$ cat src/rtl/tw_ram_loader_ntt_pkg.sv
`default_nettype none
// ============================================================================
// Module   : ntt_pkg
// Purpose  : Shared definitions for the run-time twiddle loader: loader state
//            encoding, bit-reversal helper and the identity-twiddle default
//            returned while no table is loaded.
// Ports    : none (package)
// Revision : 1.0 - initial release
// ============================================================================
package ntt_pkg;

  typedef enum logic [1:0] {
    ST_IDLE = 2'd0,
    ST_LOAD = 2'd1,
    ST_DONE = 2'd2
  } ld_state_t;

  localparam int TW_DEFAULT   = 1;
  localparam int BITREV_MAX_W = 10;

  // Reverses the low 'width' bits of value; bits at and above 'width' are 0.
  function automatic logic [BITREV_MAX_W-1:0] bitrev(
    input logic [BITREV_MAX_W-1:0] value,
    input int                      width
  );
    logic [BITREV_MAX_W-1:0] r_res;
    r_res = '0;
    for (int i = 0; i < BITREV_MAX_W; i++) begin
      if (i < width) begin
        r_res[i] = value[width-1-i];
      end
    end
    return r_res;
  endfunction

endpackage
`default_nettype wire

$ cat src/rtl/tw_ram_loader_ntt_if.sv
`default_nettype none
// ============================================================================
// Module   : tw_ram_loader_ntt_if
// Purpose  : Bundles the load stream, status flags and butterfly read port of
//            the twiddle loader.
// Ports    : start, ld_valid/ld_ready/ld_data/ld_last (load stream),
//            busy/loaded/err (status), raddr/b (read port).
//            master = host/DMA + butterfly side, slave = loader.
// Revision : 1.0 - initial release
// ============================================================================
interface tw_ram_loader_ntt_if #(
  parameter int LOGN = 3,
  parameter int LOGQ = 64
);
  logic            start;
  logic            ld_valid;
  logic            ld_ready;
  logic [LOGQ-1:0] ld_data;
  logic            ld_last;
  logic            busy;
  logic            loaded;
  logic            err;
  logic [LOGN-1:0] raddr;
  logic [LOGQ-1:0] b;

  modport master (
    output start, ld_valid, ld_data, ld_last, raddr,
    input  ld_ready, busy, loaded, err, b
  );

  modport slave (
    input  start, ld_valid, ld_data, ld_last, raddr,
    output ld_ready, busy, loaded, err, b
  );
endinterface
`default_nettype wire

$ cat src/rtl/tw_ram_loader_ntt_sdp_ram.sv
`default_nettype none
// ============================================================================
// Module   : tw_sdp_ram
// Purpose  : Simple dual-port distributed RAM, one write port and one
//            registered read port. Contents are never reset.
// Ports    : clk, we/waddr/wdata (write), raddr/rdata (registered read)
// Revision : 1.0 - initial release
// ============================================================================
module tw_sdp_ram #(
  parameter int AW = 3,
  parameter int DW = 64
) (
  input  logic          clk,
  input  logic          we,
  input  logic [AW-1:0] waddr,
  input  logic [DW-1:0] wdata,
  input  logic [AW-1:0] raddr,
  output logic [DW-1:0] rdata
);
  logic [DW-1:0] r_mem [2**AW];
  logic [DW-1:0] r_rdata;

  always_ff @(posedge clk) begin
    if (we) begin
      r_mem[waddr] <= wdata;
    end
    r_rdata <= r_mem[raddr];
  end

  assign rdata = r_rdata;
endmodule
`default_nettype wire

$ cat src/rtl/tw_ram_loader_ntt.sv
`default_nettype none
// ============================================================================
// Module   : tw_ram_loader_ntt
// Purpose  : Run-time writable twiddle table for one NTT/INTT stage. Accepts
//            2^LOGN words on a valid/ready stream, stores word k at
//            bitrev(k) (or k when BITREV=0) and serves them with the same
//            one-cycle read latency as the fixed twiddle ROMs. While no valid
//            table is present the read port returns 1 (identity twiddle).
// Ports    : clk, rst_n (sync, active-low), bus (tw_ram_loader_ntt_if.slave)
// Revision : 1.0 - initial release
// ============================================================================
module tw_ram_loader_ntt
  import ntt_pkg::*;
#(
  parameter int LOGN   = 3,
  parameter int LOGQ   = 64,
  parameter int BITREV = 1
) (
  input  logic                  clk,
  input  logic                  rst_n,
  tw_ram_loader_ntt_if.slave    bus
);
  localparam int            c_depth    = 1 << LOGN;
  localparam logic [LOGN:0] c_last_cnt = (LOGN+1)'(c_depth - 1);

  ld_state_t       r_state;
  ld_state_t       w_state_nxt;
  logic [LOGN:0]   r_wcnt;
  logic [LOGN:0]   w_wcnt_nxt;
  logic            r_err;
  logic            w_err_nxt;
  logic            r_rd_valid;
  logic            w_accept;
  logic            w_we;
  logic [LOGN:0]   w_cnt_eff;
  logic [LOGN-1:0] w_waddr;
  logic [LOGQ-1:0] w_rdata;
  logic            w_loaded;

  // A start coinciding with an accepted beat makes that beat the first one
  // of the new load, so the address is computed from the restarted count.
  assign w_cnt_eff = bus.start ? '0 : r_wcnt;
  assign w_accept  = bus.ld_valid && (r_state == ST_LOAD);

  generate
    if (BITREV != 0) begin : g_addr_bitrev
      assign w_waddr = LOGN'(bitrev(BITREV_MAX_W'(w_cnt_eff[LOGN-1:0]), LOGN));
    end else begin : g_addr_linear
      assign w_waddr = w_cnt_eff[LOGN-1:0];
    end
  endgenerate

  always_ff @(posedge clk) begin
    if (!rst_n) begin
      r_state    <= ST_IDLE;
      r_wcnt     <= '0;
      r_err      <= 1'b0;
      r_rd_valid <= 1'b0;
    end else begin
      r_state    <= w_state_nxt;
      r_wcnt     <= w_wcnt_nxt;
      r_err      <= w_err_nxt;
      r_rd_valid <= w_loaded;
    end
  end

  always_comb begin
    w_state_nxt = r_state;
    w_wcnt_nxt  = r_wcnt;
    w_err_nxt   = r_err;
    w_we        = 1'b0;
    case (r_state)
      ST_IDLE, ST_DONE: begin
        if (bus.start) begin
          w_state_nxt = ST_LOAD;
          w_wcnt_nxt  = '0;
          w_err_nxt   = 1'b0;
        end
      end
      ST_LOAD: begin
        if (bus.start) begin
          w_wcnt_nxt = '0;
          w_err_nxt  = 1'b0;
        end
        if (w_accept) begin
          w_we       = 1'b1;
          w_wcnt_nxt = w_cnt_eff + 1'b1;
          if (w_cnt_eff == c_last_cnt) begin
            // Table is complete; a missing ld_last is flagged but the table
            // is still published.
            w_state_nxt = ST_DONE;
            if (!bus.ld_last) begin
              w_err_nxt = 1'b1;
            end
          end else if (bus.ld_last) begin
            // Short load: abandon without exposing the partial table.
            w_state_nxt = ST_IDLE;
            w_err_nxt   = 1'b1;
          end
        end
      end
      default: begin
        w_state_nxt = ST_IDLE;
      end
    endcase
  end

  assign w_loaded     = (r_state == ST_DONE);
  assign bus.ld_ready = (r_state == ST_LOAD);
  assign bus.busy     = (r_state == ST_LOAD);
  assign bus.loaded   = w_loaded;
  assign bus.err      = r_err;

  tw_sdp_ram #(
    .AW (LOGN),
    .DW (LOGQ)
  ) u_ram (
    .clk   (clk),
    .we    (w_we),
    .waddr (w_waddr),
    .wdata (bus.ld_data),
    .raddr (bus.raddr),
    .rdata (w_rdata)
  );

  // r_rd_valid is loaded delayed to line up with the registered RAM output.
  assign bus.b = r_rd_valid ? w_rdata : LOGQ'(TW_DEFAULT);
endmodule
`default_nettype wire

$ cat src/flat_wrapper.sv
// flat-port wrapper written by rule: the top's interface ports become plain ports
module tw_ram_loader_ntt_flat import ntt_pkg::*;
#(
  parameter int LOGN   = 3,
  parameter int LOGQ   = 64,
  parameter int BITREV = 1
)
  (clk, rst_n, bus_start, bus_ld_valid, bus_ld_data, bus_ld_last, bus_raddr, bus_ld_ready, bus_busy, bus_loaded, bus_err, bus_b);
  tw_ram_loader_ntt_if #(.LOGN(LOGN), .LOGQ(LOGQ)) bus_i ();
  input  logic clk;
  input  logic rst_n;
  input wire logic [$bits(bus_i.start)-1:0] bus_start;
  input wire logic [$bits(bus_i.ld_valid)-1:0] bus_ld_valid;
  input wire logic [$bits(bus_i.ld_data)-1:0] bus_ld_data;
  input wire logic [$bits(bus_i.ld_last)-1:0] bus_ld_last;
  input wire logic [$bits(bus_i.raddr)-1:0] bus_raddr;
  output wire logic [$bits(bus_i.ld_ready)-1:0] bus_ld_ready;
  output wire logic [$bits(bus_i.busy)-1:0] bus_busy;
  output wire logic [$bits(bus_i.loaded)-1:0] bus_loaded;
  output wire logic [$bits(bus_i.err)-1:0] bus_err;
  output wire logic [$bits(bus_i.b)-1:0] bus_b;
  assign bus_i.start = bus_start;
  assign bus_i.ld_valid = bus_ld_valid;
  assign bus_i.ld_data = bus_ld_data;
  assign bus_i.ld_last = bus_ld_last;
  assign bus_i.raddr = bus_raddr;
  assign bus_ld_ready = bus_i.ld_ready;
  assign bus_busy = bus_i.busy;
  assign bus_loaded = bus_i.loaded;
  assign bus_err = bus_i.err;
  assign bus_b = bus_i.b;
  tw_ram_loader_ntt #(.LOGN(LOGN), .LOGQ(LOGQ), .BITREV(BITREV)) u_core (.clk(clk), .rst_n(rst_n), .bus(bus_i));
endmodule
$ cat config.mk
export PLATFORM = sky130hd
export DESIGN_NAME = tw_ram_loader_ntt_flat
export DESIGN_NICKNAME = d
export VERILOG_FILES = /design/src/rtl/tw_ram_loader_ntt_pkg.sv /design/src/rtl/tw_ram_loader_ntt_if.sv /design/src/rtl/tw_ram_loader_ntt_sdp_ram.sv /design/src/rtl/tw_ram_loader_ntt.sv /design/src/flat_wrapper.sv
export SDC_FILE = /design/constraint.sdc
export NUM_CORES = 1
export LEC_CHECK = 0
export CAP_MARGIN = 30
export CORE_MARGIN = 5
export CORE_UTILIZATION = 40
export CTS_CLUSTER_DIAMETER = 80
export DETAILED_ROUTE_END_ITERATION = 10
export GPL_ROUTABILITY_DRIVEN = 0
export PLACE_DENSITY = 0.66
export REMOVE_ABC_BUFFERS = 1
export SKIP_CTS_REPAIR_TIMING = 1
export SLEW_MARGIN = 10
export SYNTH_ARGS = -nofsm -noshare
export SYNTH_HDL_FRONTEND = slang
export SYNTH_HIERARCHICAL = 1
export SYNTH_SLANG_ARGS = --single-unit
$ cat constraint.sdc
create_clock -name clk -period 12.5 [get_ports clk]
set_input_delay 3.75 -clock clk [delete_from_list [all_inputs] [get_ports clk]]
set_output_delay 3.75 -clock clk [all_outputs]
set_load 0.1 [all_outputs]
==> metrics.yaml, run 1 <==
status: "completed"
synthXorXnorAreaFrac: 0.000409
power.leakage_uw: 0.00820
finalHoldViolCount: 0
clk_pin_slew_ns: 0.06
ys_types: 35
power_frac_comb: 0.039
drc: 0
ys_seq_area_frac: 0.785
synthCells: 935
required_ns: 8.75
grt_max_degree: 73
drive_gt1_frac: 0.280
rows: 84
cts_max_level: 2
dr.first_iter.drc_count: 657
dpl_cell_area_mm2: 0.0237
rsz0062_at_grt: "no"
tightest_slew_ns: 0.991
syn_area_mm2: 0.0214
fin_nets: 1184
slew_violations: 0
critPathKind: "register to primary output"
synth_edf_count: 512
swShare: 0.195
worstPathMaxFanout: 64
clockPowerShare: 0.422
clock_latency_ns: 0.60
fillerInstances: 4231
fmax_mhz: 151
cts_root_buf: "clkbuf_16"
die_h_um: 241
die_x_um: 241
die_area_mm2: 0.0583
coreArea_mm2: 0.0528
numCtsBuffers: 56
seqPwrFrac: 0.539
finalCriticalPeriod_ns: 6.61
setup_viol: 0
p_switching_uw: 783
clockBufferDepth: 3
async_flop_share: 0
worst-endpoint-arrival_ns: 2.86
ys_top_cells_by_count: "edfxtp_1, mux4_2, dfxtp_1, and2_1, mux2_2"
cp-end-kind: "primary output"
start_util: 0.406
postSynthAreaPerCell_um2: 22.9
worst_path_max_delay_cell: "clkdlybuf4s50_1"
yosysTopAreaCell: "edfxtp_1"
area_growth_pct: 19.6
grt_overflow: 0
viasPerCell: 5.09
postRouteWirelength_um: 41600
synth_ff_type: "edfxtp_1"
finalCritPeriodShare: 0.529
skew_ns: 0.0183
r2r-start: "u_core/r_state[0]$_SDFFE_PN0P_"
crit_family: "buffers and inverters"
rr_worst_depth: 6
reg2reg_setup_slack_ns: 9.78
rr_endpoint: "u_core/u_ram/r_mem[6][22]$_DFFE_PP_"
ioPinCount: 140
ys_ff_latch: 584
synth.area.top_cells: "edfxtp_1, mux4_2, dfxtp_1"
portBuffers: 139
dp_hpwl_um: 24300
synth_top_family_by_area: "multiplexers"
cts_tree: "done"
synthAdderAreaFrac: 0.000584
synthSimpleGateAreaFrac: 0.0268
synth.most_common_cell: "edfxtp_1"
hold_ws_ns: 0.498
worstPathCellList: "buf_4, and2_1, clkdlybuf4s50_1"
peakVddDrop_v: 0.0000942
antenna_found_initial: 7
final_area_mm2: 0.0256
cpPeakStageDelay_ns: 1.16
synth_warnings: 6
cp-start-kind: "register"
final_core_util: 0.485
worst-path-buf-inv: 2
hp-start: "u_core/bus.err$_SDFFE_PN0P_"
slew_headroom: 0.338
grt.total_usage: 0.144
max_cap_viol_count: 0
drt_first_pass_iters: 4
hp-class: "register to register"
grt_pass1_vias: 10100
wl_per_cell_um: 22.6
setup-tns-final_ns: 0
clkSinkCount: 584
grt_pass1_wl_um: 63200
synth_top_area_frac: 0.718
dr_total_vias: 9390
ant_nets: 0
power.internal_uw: 3230
pwr_density_cell_mw_per_mm2: 157
holdPathStages: 2
synth_compound_area_frac: 0.00543
hold_end: "u_core/bus.err$_SDFFE_PN0P_"
synthMuxAreaShare: 0.168
[cell type report]
class | count | area [µm²] | share of cell area
Sequential cell | 584 | 16800 | 0.657
Multi-Input combinational cell | 303 | 4370 | 0.171
Timing Repair Buffer | 161 | 1670 | 0.0653
Clock buffer | 72 | 1550 | 0.0606
Tap cell | 688 | 861 | 0.0336
Clock inverter | 31 | 314 | 0.0123
Inverter | 5 | 18.8 | 0.000733
Antenna cell | 2 | 5.00 | 0.000195
[stage by stage]
step                      power (µW)  worst slack [ns]  std cells
after floorplan                 2270              3.44        892
final                           4010              5.89       1846
after detailed placement        2360              5.64       1741
after global routing            4150              5.73       1844
after CTS                       4060              5.76       1844
after global placement          2360              5.63       1735
[power groups by stage]
stage          clock network (µW)  registers, µW  logic (µW)
4_1_cts                      1740           2160         162
5_1_grt                      1820           2160         171
6_report                     1690           2160         158
3_5_place_dp                    0           2200         161
3_3_place_gp                    0           2200         158
2_1_floorplan                   0           2200        73.3
[tightest hold or removal path: stages, from the launching register on]
cell     delay, ns
dfxtp_1       0.32
nand3_1       0.07
o31ai_1       0.06
[layer usage]
| metal | wire, µm | GRT usage |
|---|---|---|
| met1 | 18200 | 0.200 |
| met2 | 20200 | 0.230 |
| met3 | 2480 | 0.0390 |
| met4 | 673 | 0.0340 |
| met5 | 45 | 0 |
[how the worst max path moves through the flow]
stage | from | endpoint | slack, ns | depth (start not counted)
4_1_cts | u_core/r_rd_valid$_SDFF_PN0_ | bus_b[17] | 5.76 | 3
3_3_place_gp | bus_start | u_core/u_ram/r_mem[1][36]$_DFFE_PP_ | 5.63 | 5
6_report | u_core/r_rd_valid$_SDFF_PN0_ | bus_b[17] | 5.89 | 3
3_5_place_dp | bus_raddr[0] | u_core/u_ram/rdata[19]$_DFF_P_ | 5.64 | 5
5_1_grt | u_core/r_rd_valid$_SDFF_PN0_ | bus_b[17] | 5.73 | 3
2_1_floorplan | bus_start | u_core/u_ram/r_mem[0][0]$_DFFE_PP_ | 3.44 | 3
[registers in the layout, summed over array words and instances, names as in the netlist]
| signal | cells |
|---|---|
| u_core/r_state | 2 |
| u_core/u_ram/r_mem | 512 |
| u_core/r_rd_valid | 1 |
| u_core/r_wcnt | 4 |
| u_core/bus.err | 1 |
| u_core/u_ram/rdata | 64 |
[placed cells by master, fill, tap and decap left out, types with 7 or more instances in the layout]
master           Yosys  routed
edfxtp_1           512     512
clkbuf_16            0      57
clkinv_2             0      14
clkdlybuf4s50_1      0     136
and2_1              65      65
mux2_2              64      64
clkbuf_8             0       7
mux4_2             128     128
buf_4                4      17
clkbuf_1            16       8
dfxtp_1             72      71
[cells by family after synthesis]
| group | after synthesis |
|---|---|
| buffers and inverters | 48 |
| adder cells (fa/ha/maj) | 1 |
| AO/OA/AOI/OAI | 15 |
| multiplexers | 192 |
| AND/OR/NAND/NOR | 94 |
| flip-flops | 584 |
| XOR/XNOR | 1 |
Note: power is estimated with default switching activity, not from simulation.
==> inputs of run 2 (changes only) <==
==> constraint.sdc (replaced) <==
create_clock -name clk -period 6.4 [get_ports clk]
set_input_delay 1.92 -clock clk [delete_from_list [all_inputs] [get_ports clk]]
set_output_delay 1.92 -clock clk [all_outputs]
set_load 0.1 [all_outputs]
==> run 2 against run 1 <==
Critical path type unchanged. Combinational power increased by 95%. Worst setup slack worse by 4.5 ns. Sequential power increased by 95%. Final area barely moved. Total power up 97%. Clock skew down 0.0058 ns. Global-route usage rose by 0.10 points. Count of clock-buffer cells in the layout up 8.
==> metrics.yaml, run 2 (same netlist as run 1, synthesis figures left out) <==
status: "completed"  # unchanged
swShare: 0.192  # was 0.195
ioPinCount: 140  # unchanged
final_cells: 1845  # was 1846
clock_latency_ns: 0.59  # was 0.60 ns
power_frac_comb: 0.039  # about the same
fin_nets: 1181  # was 1184
skew_ns: 0.0125  # was 0.0183 ns
peakVddDrop_v: 0.000181  # was 0.0000942 V
finalCriticalPeriod_ns: 4.99
drc: 0  # unchanged
dp_hpwl_um: 22600  # was 24300 µm
fmax_mhz: 200
die_h_um: 241  # unchanged
cts_tree: "done"  # unchanged
rows: 84  # unchanged
portBuffers: 139  # unchanged
pwr_density_cell_mw_per_mm2: 308  # was 157 mW/mm²
viasPerCell: 5.10  # was 5.09
antenna_found_initial: 9  # was 7
hp-class: "register to register"  # unchanged
worstPathMaxFanout: 45  # was 64
fillerInstances: 4261  # was 4231
p_switching_uw: 1510  # was 783 µW
worst-path-buf-inv: 2  # unchanged
clk_pin_slew_ns: 0.07  # was 0.06 ns
slew_headroom: 0.338  # about the same
hold_ws_ns: 0.479  # was 0.498 ns
clockPowerShare: 0.426  # was 0.422
power.internal_uw: 6370  # was 3230 µW
required_ns: 4.48  # was 8.75 ns
clkSinkCount: 584  # unchanged
worst_path_max_delay_cell: "clkdlybuf4s50_1"  # unchanged
critPathKind: "register to primary output"  # unchanged
rsz0062_at_grt: "no"  # unchanged
finalHoldViolCount: 0  # unchanged
finalCritPeriodShare: 0.780
finalPower_uw: 7890  # was 4010 µW
place_inst: 1736  # was 1741
tightest_slew_ns: 0.990  # was 0.991 ns
wl_per_cell_um: 22.4  # was 22.6 µm
place_ws_ns: 1.88  # was 5.64 ns
power.leakage_uw: 0.00820  # about the same
dr.max_layer_used: "met5"  # unchanged
postRouteWirelength_um: 41400  # was 41600 µm
largest_reg_flops: 512  # unchanged
cts_root_buf: "clkbuf_16"  # unchanged
setup_viol: 0  # unchanged
layout_commonest_cell: "edfxtp_1"  # unchanged
cp-start-kind: "register"  # unchanged
cp-end-kind: "primary output"  # unchanged
final_cell_mix: "edfxtp_1, clkdlybuf4s50_1, mux4_2"  # unchanged
drt_first_pass_iters: 5  # was 4
grt.total_usage: 0.145  # was 0.144
numCtsBuffers: 57  # was 56
met1_length_um: 17900  # was 18200 µm
cpPeakStageDelay_ns: 1.13  # was 1.16 ns
grt_pass1_vias: 10300  # was 10.1k
max_cap_viol_count: 0  # unchanged
dr.first_iter.drc_count: 716  # was 657
top_register: "u_core/u_ram/r_mem"  # unchanged
wl_met3_um: 2510  # was 2480 µm
area_growth_pct: 19.7  # was 19.6%
slew_violations: 0  # unchanged
wl_met2_um: 20200  # about the same
drive_gt1_frac: 0.276  # was 0.280
grt_overflow: 0  # unchanged
grt_pass1_wl_um: 63400  # was 63200 µm
worstPathCellList: "buf_4, and2_1, clkdlybuf4s50_1"  # unchanged
dr_total_vias: 9418  # was 9390
start_util: 0.406  # unchanged
grt_max_degree: 72  # was 73
cts_max_level: 2  # unchanged
coreArea_mm2: 0.0528  # unchanged
seqPwrFrac: 0.535  # was 0.539
die_x_um: 241  # unchanged
crit_family: "buffers and inverters"  # unchanged
clockBufferDepth: 3  # unchanged
setup_ws_ns: 1.41  # was 5.89 ns
ant_nets: 0  # unchanged
worst-endpoint-arrival_ns: 3.07  # was 2.86 ns
die_area_mm2: 0.0583  # unchanged
[run 2: final timing paths]
kind | slack (ns) | cells past startpoint | from | to
max | 1.41 | 3 | u_core/r_rd_valid$_SDFF_PN0_ | bus_b[38]
min | 0.48 | 2 | u_core/bus.err$_SDFFE_PN0P_ | u_core/bus.err$_SDFFE_PN0P_
max reg2reg | 3.92 | 5 | u_core/r_state[0]$_SDFFE_PN0P_ | u_core/u_ram/r_mem[3][60]$_DFFE_PP_
min reg2reg | 0.48 | 2 | u_core/bus.err$_SDFFE_PN0P_ | u_core/bus.err$_SDFFE_PN0P_
[run 2: worst min-delay path: cells and delay by family (launching register included)]
kind	cells	cell delay (ns)
flops	1	0.32
compound gates	1	0.06
simple gates	1	0.06
[run 2: power by group through the flow]
stage	clock network [µW]	registers, µW	logic [µW]
final	3360	4220	308
after global routing	3630	4220	335
after CTS	3460	4220	316
after detailed placement	0	4300	315
after global placement	0	4300	309
after floorplan	0	4290	143
[run 2: final cells by class]
type	count	area (µm²)	share of cell area
Sequential cell	584	16800	0.656
Clock inverter	25	280	0.0109
Tap cell	688	861	0.0336
Timing Repair Buffer	157	1630	0.0634
Multi-Input combinational cell	303	4370	0.171
Inverter	5	18.8	0.000732
Clock buffer	80	1640	0.0641
Antenna cell	3	7.51	0.000293
[run 2: per-stage QoR]
step	cell area, µm²	utilization	TNS (ns)
6_report	25600	0.486	0
5_1_grt	25600	0.486	0
4_1_cts	25600	0.485	0
3_5_place_dp	23700	0.449	0
3_3_place_gp	23700	0.449	0
2_1_floorplan	21100	-	-103.12
[run 2: routing by layer]
| layer | GRT usage | up-vias |
|---|---|---|
| met4 | 0.0417 | 12 |
| met3 | 0.0356 | 56 |
| met5 | 0 | - |
| met2 | 0.236 | 241 |
| met1 | 0.196 | 4927 |
| li1 | - | 4182 |
